$ cat config.mk
export PLATFORM = sky130hd
export DESIGN_NAME = hilo_muldiv
export DESIGN_NICKNAME = d
export VERILOG_FILES = /design/src/rtl/hilo_pkg.sv /design/src/rtl/hilo_div_iter.sv /design/src/rtl/hilo_muldiv.sv
export SDC_FILE = /design/constraint.sdc
export NUM_CORES = 2
export LEC_CHECK = 0
export ABC_AREA = 1
export CAP_MARGIN = 10
export CELL_PAD_IN_SITES_DETAIL_PLACEMENT = 0
export CELL_PAD_IN_SITES_GLOBAL_PLACEMENT = 1
export CORE_AREA = 2 2 368 370
export DETAILED_ROUTE_END_ITERATION = 10
export DIE_AREA = 0 0 370 372
export GPL_TIMING_DRIVEN = 0
export PLACE_DENSITY_LB_ADDON = 0.05
export SETUP_SLACK_MARGIN = 0.2
export SLEW_MARGIN = 20
export SYNTH_ARGS = -nofsm -noshare
export SYNTH_HDL_FRONTEND = slang
export SYNTH_SLANG_ARGS = --single-unit
$ cat constraint.sdc
create_clock -name clk -period 13.9 [get_ports clk]
set_input_delay 1.39 -clock clk [delete_from_list [all_inputs] [get_ports clk]]
set_output_delay 1.39 -clock clk [all_outputs]
set_load 0.01 [all_outputs]
$ cat src/rtl/hilo_pkg.sv
// Shared types for the HI/LO multiply/divide unit.
// Operation codes and the divide sequencer states.
package hilo_pkg;

  typedef enum logic [2:0] {
    NOP  = 3'd0,
    MTHI = 3'd1,
    MTLO = 3'd2,
    MULT = 3'd3,
    MADD = 3'd4,
    MSUB = 3'd5,
    DIV  = 3'd6
  } hilo_op_t;

  typedef enum logic {
    IDLE = 1'b0,
    RUN  = 1'b1
  } hilo_state_t;

endpackage

$ cat src/rtl/hilo_div_iter.sv
// Unsigned W-bit restoring divider, one quotient bit per cycle.
// start_i loads operands; done_o flags the final step; abort_i cancels.
module hilo_div_iter #(
  parameter int W = 32
) (
  input  logic         clk,
  input  logic         rst,
  input  logic         start_i,
  input  logic         abort_i,
  input  logic [W-1:0] dividend_i,
  input  logic [W-1:0] divisor_i,
  output logic         done_o,
  output logic [W-1:0] quot_o,
  output logic [W-1:0] rem_o
);

  localparam int CW = $clog2(W);
  localparam logic [CW-1:0] LAST = CW'(W - 1);

  logic          run_q;
  logic [CW-1:0] cnt_q;
  logic [W-1:0]  q_q;
  logic [W-1:0]  r_q;
  logic [W-1:0]  d_q;

  logic [W:0]    sh;
  logic          ge;
  logic [W-1:0]  r_d;
  logic [W-1:0]  q_d;

  // Shift the next dividend bit into the partial remainder and try
  // subtracting; the trial never exceeds W bits once it succeeds.
  assign sh  = {r_q, q_q[W-1]};
  assign ge  = sh >= {1'b0, d_q};
  assign r_d = ge ? (sh[W-1:0] - d_q) : sh[W-1:0];
  assign q_d = {q_q[W-2:0], ge};

  // Results are the outcome of the step taken on the done edge.
  assign done_o = run_q && (cnt_q == LAST);
  assign quot_o = q_d;
  assign rem_o  = r_d;

  always_ff @(posedge clk) begin
    if (rst) begin
      run_q <= 1'b0;
      cnt_q <= '0;
      q_q   <= '0;
      r_q   <= '0;
      d_q   <= '0;
    end else if (start_i) begin
      run_q <= 1'b1;
      cnt_q <= '0;
      q_q   <= dividend_i;
      r_q   <= '0;
      d_q   <= divisor_i;
    end else if (run_q) begin
      if (abort_i) begin
        run_q <= 1'b0;
        cnt_q <= '0;
      end else begin
        q_q   <= q_d;
        r_q   <= r_d;
        cnt_q <= cnt_q + 1'b1;
        if (cnt_q == LAST) begin
          run_q <= 1'b0;
          cnt_q <= '0;
        end
      end
    end
  end

endmodule

$ cat src/rtl/hilo_muldiv.sv
// HI/LO register pair with single-cycle move/mul/madd/msub and a
// background W-cycle divide. Outputs: busy_o, hi_o, lo_o (registered).
module hilo_muldiv
  import hilo_pkg::*;
#(
  parameter int W = 32
) (
  input  logic         clk,
  input  logic         rst,
  input  logic         valid_i,
  input  logic [2:0]   op_i,
  input  logic         signed_i,
  input  logic [W-1:0] src_a,
  input  logic [W-1:0] src_b,
  input  logic         stall_i,
  input  logic         flush_i,
  output logic         busy_o,
  output logic [W-1:0] hi_o,
  output logic [W-1:0] lo_o
);

  localparam logic [W-1:0] MIN_NEG = {1'b1, {(W-1){1'b0}}};

  hilo_state_t  state_q;
  logic [W-1:0] hi_q;
  logic [W-1:0] lo_q;
  logic         qneg_q;
  logic         rneg_q;
  logic         dz_q;
  logic         ov_q;
  logic [W-1:0] a_q;

  hilo_op_t     op;
  logic         accept;
  logic         div_go;
  logic [2*W-1:0] ext_a;
  logic [2*W-1:0] ext_b;
  logic [2*W-1:0] prod;
  logic [2*W-1:0] acc;
  logic         a_neg;
  logic         b_neg;
  logic [W-1:0] mag_a;
  logic [W-1:0] mag_b;
  logic         dv_done;
  logic [W-1:0] dv_quot;
  logic [W-1:0] dv_rem;

  assign op     = hilo_op_t'(op_i);
  assign busy_o = (state_q == RUN);
  assign accept = valid_i & ~stall_i & ~flush_i & ~busy_o;
  assign div_go = accept && (op == DIV);

  assign a_neg = signed_i & src_a[W-1];
  assign b_neg = signed_i & src_b[W-1];

  // Low 2W bits of the extended product are exact in both modes.
  assign ext_a = {{W{a_neg}}, src_a};
  assign ext_b = {{W{b_neg}}, src_b};
  assign prod  = ext_a * ext_b;
  assign acc   = {hi_q, lo_q};

  assign mag_a = a_neg ? (~src_a + 1'b1) : src_a;
  assign mag_b = b_neg ? (~src_b + 1'b1) : src_b;

  hilo_div_iter #(.W(W)) u_div (
    .clk        (clk),
    .rst        (rst),
    .start_i    (div_go),
    .abort_i    (flush_i),
    .dividend_i (mag_a),
    .divisor_i  (mag_b),
    .done_o     (dv_done),
    .quot_o     (dv_quot),
    .rem_o      (dv_rem)
  );

  always_ff @(posedge clk) begin
    if (rst) begin
      state_q <= IDLE;
      hi_q    <= '0;
      lo_q    <= '0;
      qneg_q  <= 1'b0;
      rneg_q  <= 1'b0;
      dz_q    <= 1'b0;
      ov_q    <= 1'b0;
      a_q     <= '0;
    end else begin
      case (state_q)
        IDLE: begin
          if (accept) begin
            case (op)
              MTHI: hi_q <= src_a;
              MTLO: lo_q <= src_a;
              MULT: {hi_q, lo_q} <= prod;
              MADD: {hi_q, lo_q} <= acc + prod;
              MSUB: {hi_q, lo_q} <= acc - prod;
              DIV: begin
                state_q <= RUN;
                qneg_q  <= a_neg ^ b_neg;
                rneg_q  <= a_neg;
                dz_q    <= (src_b == '0);
                ov_q    <= signed_i && (src_a == MIN_NEG)
                           && (src_b == '1);
                a_q     <= src_a;
              end
              default: ;
            endcase
          end
        end
        RUN: begin
          if (flush_i) begin
            state_q <= IDLE;
          end else if (dv_done) begin
            state_q <= IDLE;
            if (dz_q) begin
              lo_q <= '1;
              hi_q <= a_q;
            end else if (ov_q) begin
              lo_q <= MIN_NEG;
              hi_q <= '0;
            end else begin
              lo_q <= qneg_q ? (~dv_quot + 1'b1) : dv_quot;
              hi_q <= rneg_q ? (~dv_rem + 1'b1) : dv_rem;
            end
          end
        end
        default: state_q <= IDLE;
      endcase
    end
  end

  assign hi_o = hi_q;
  assign lo_o = lo_q;

endmodule
==> qor.txt <==
Reg2Reg Setup Slack = 8360 ps
Die Height = 372 µm
Hold Path End = u_div.cnt_q[3]
CP endpoint kind = register
Worst path slowest cell = fa_2
Synth cell types = 64
final-report hold violation count = 0
number of antenna violations at the first check in global routing = 24
CP max FO = 10
GP Congestion = 1.07
Max Root-Sink Buffers = 3
root buf cell = clkbuf_16
design area = 68000 µm²
drt first pass iters = 7
Critical path buffers and inverters = 14
CP Class = in -> reg
CORE AREA = 134000 µm²
outcome = finished, final reports clean
overall routing resource usage = 43.1%
clock-pin slew on the worst setup and hold paths = 70 ps
RSZ-0062 raised after global routing = yes
fraction of registers with async set/reset = 0%
EDFF count, synth = 0
final setup fails = 0
Synth Register Bits = 203
Net Count, Synth = 10800
Pins Over Slew Limit = 0
Seq/Total Area, Yosys = 6.36%
Hold Path Origin = u_div.cnt_q[3]
Clk Latency, worst-skew pair = 590 ps
area of placed instances = 67000 µm²
hold path cells = 2
count leader, synth = inv_1
IO Count = 138
# nets final = 10900
DRT Wirelength = 297 mm
slack of the critical path = 232 ps
Ys Warns = 0
crit start category = input port
gr ovfl total = 0
largest net degree at the start of global routing = 25
hold_buf cts = 0
Avg Vias per Cell = 5.66
Synth Instances = 9240
floorplan row count = 135
worst-margin pin slew = 1290 ps
Tcrit/Tclk final = 98.3%
Mapped Avg Cell Area = 6.91 µm²
top_reg_cell synth = dfxtp_1
number of DRC markers in iteration 0 = 7980
R2R depth = 25
first-pass GRT wire length = 426 mm
H-tree depth = 1
CTS tree = done
pre-CTS setup slack = -1300 ps
CP top delay family = adder cells
R2R Path Start = u_div.d_q[23]
Hold Crit Class = reg -> reg
Worst Path Arrival = 14180 ps
IO buf count = 83
die width = 370 µm
number of global-route vias before repair = 61900
Max Cap Viol = 0
starting density of the core = 47.6%
Num CTS Buffers = 24
Post-DP HPWL = 255 mm
Area contributors post-synth = fa_1 35%, inv_1 14%, nand2_1 13%
routed vias = 63200
Worst slew margin = 13.9%
Detail Route Antenna Nets = 0
share of cells above drive strength 1 = 2.62%
top cells by count, synth = 2317 x inv_1, 2141 x nand2_1, 1128 x fa_1, 596 x nor2_1, 559 x a21oi_1
Mapped Area = 63900 µm²
Area Overhead vs Synth = 6.43%
DR DRC count = 0
max incr delay on CP = 720 ps
top-area cell type share of the netlist area = 35.3%
post-layout min period = 13670 ps
FF-to-FF End = lo_o[24]
fmax = 73.2 MHz
worst clock skew = 15.0 ps
required time of the critical path = 14410 ps
DR WL/cell = 26.6 µm
total die area = 138000 µm²
Yosys top cell by area = fa_1
CTS Sinks = 203
## metal layers
layer / GRT usage [%] / vias up / part of all wire [%]
met3: 13.6 / 653 / 13
met5: 1.12 / - / 0.092
met1: 57.7 / 31000 / 40
li1: - / 27900 / -
met4: 19.6 / 10 / 5.8
met2: 63.5 / 3572 / 41
## cell usage in the layout, fill, tap and decap left out, types with 203 or more instances in the layout
cell type	count
nor2_1	591
clkbuf_1	294
ha_1	383
dfxtp_1	203
nand2_1	2141
fa_1	1127
o21ai_0	432
a21oi_1	558
nand3_1	313
inv_1	2315
## layout make-up
| class | count | area (µm²) |
|---|---|---|
| Multi-Input combinational cell | 6278 | 49400 |
| Antenna cell | 13 | 32.5 |
| Tap cell | 1781 | 2230 |
| Fill cell | 14100 | 66300 |
| Clock inverter | 12 | 111 |
| Buffer | 437 | 1780 |
| Sequential cell | 203 | 4060 |
| Inverter | 2322 | 8720 |
| Clock buffer | 32 | 691 |
| Timing Repair Buffer | 89 | 907 |
## worst reg2reg max path, stage by stage (launching register included)
cell and delay, ps:
dfxtp_1 300, inv_1 120, ha_1 410, nand2_2 120
inv_1 40, a21oi_1 210, nand2_1 120, a21oi_2 180
nand4_2 210, buf_4 240, inv_1 510, ha_1 320
nand3_1 130, nor3_1 270, nand2_1 150, nor3_1 340
inv_1 70, nor2_1 130, and3_1 210, nand3_1 80
inv_1 80, a21oi_1 100, xnor2_1 180, o21ai_0 460
nand3_1 300, a21oi_1 190
## flip-flops by register name, indices dropped and copies added (netlist names)
register	flops
dz_q	1
busy_o	1
u_div.r_q	32
lo_o	32
a_q	32
qneg_q	1
hi_o	32
u_div.cnt_q	5
u_div.run_q	1
u_div.d_q	32
rneg_q	1
u_div.q_q	32
ov_q	1
## stage by stage
step | util, % | std cells | hold slack (ps) | setup TNS [ps]
2_1_floorplan | - | 9240 | 429 | 0
3_3_place_gp | 49.8 | 11100 | 448 | -16320
3_5_place_dp | 49.9 | 11100 | 452 | -15610
4_1_cts | 50.5 | 11200 | 466 | 0
5_1_grt | 50.6 | 11200 | 481 | 0
6_report | 50.6 | 11200 | 467 | 0
## what timing repair did
action,CTS,global route
endpoints found under the setup margin,17,28
hold endpoints to repair,0,0
gates resized for setup,9,46
buffers inserted,0,4
## worst max path at each step
| stage | start | to | slack (ps) | cells after the start |
|---|---|---|---|---|
| final | src_a[31] | hi_o[13] | 230 | 47 |
| after global placement | signed_i | hi_o[22] | -1440 | 47 |
| after floorplan | src_a[31] | hi_o[26] | 3260 | 41 |
| after CTS | signed_i | hi_o[21] | 240 | 46 |
| after global routing | src_a[31] | hi_o[21] | 170 | 47 |
| after detailed placement | signed_i | hi_o[22] | -1300 | 47 |
## logic make-up after synthesis
family,after synthesis,synth area share [%]
fa+ha+maj,1511,42.9
flops,203,6.36
simple gates,3341,21.4
buf+inv,2759,16.3
xor+xnor,97,1.33
compound gates,1329,11.7
Power is left out: the tool's default activity adds up to more than one toggle a clock period on the data nets, which glitch-free logic cannot reach.
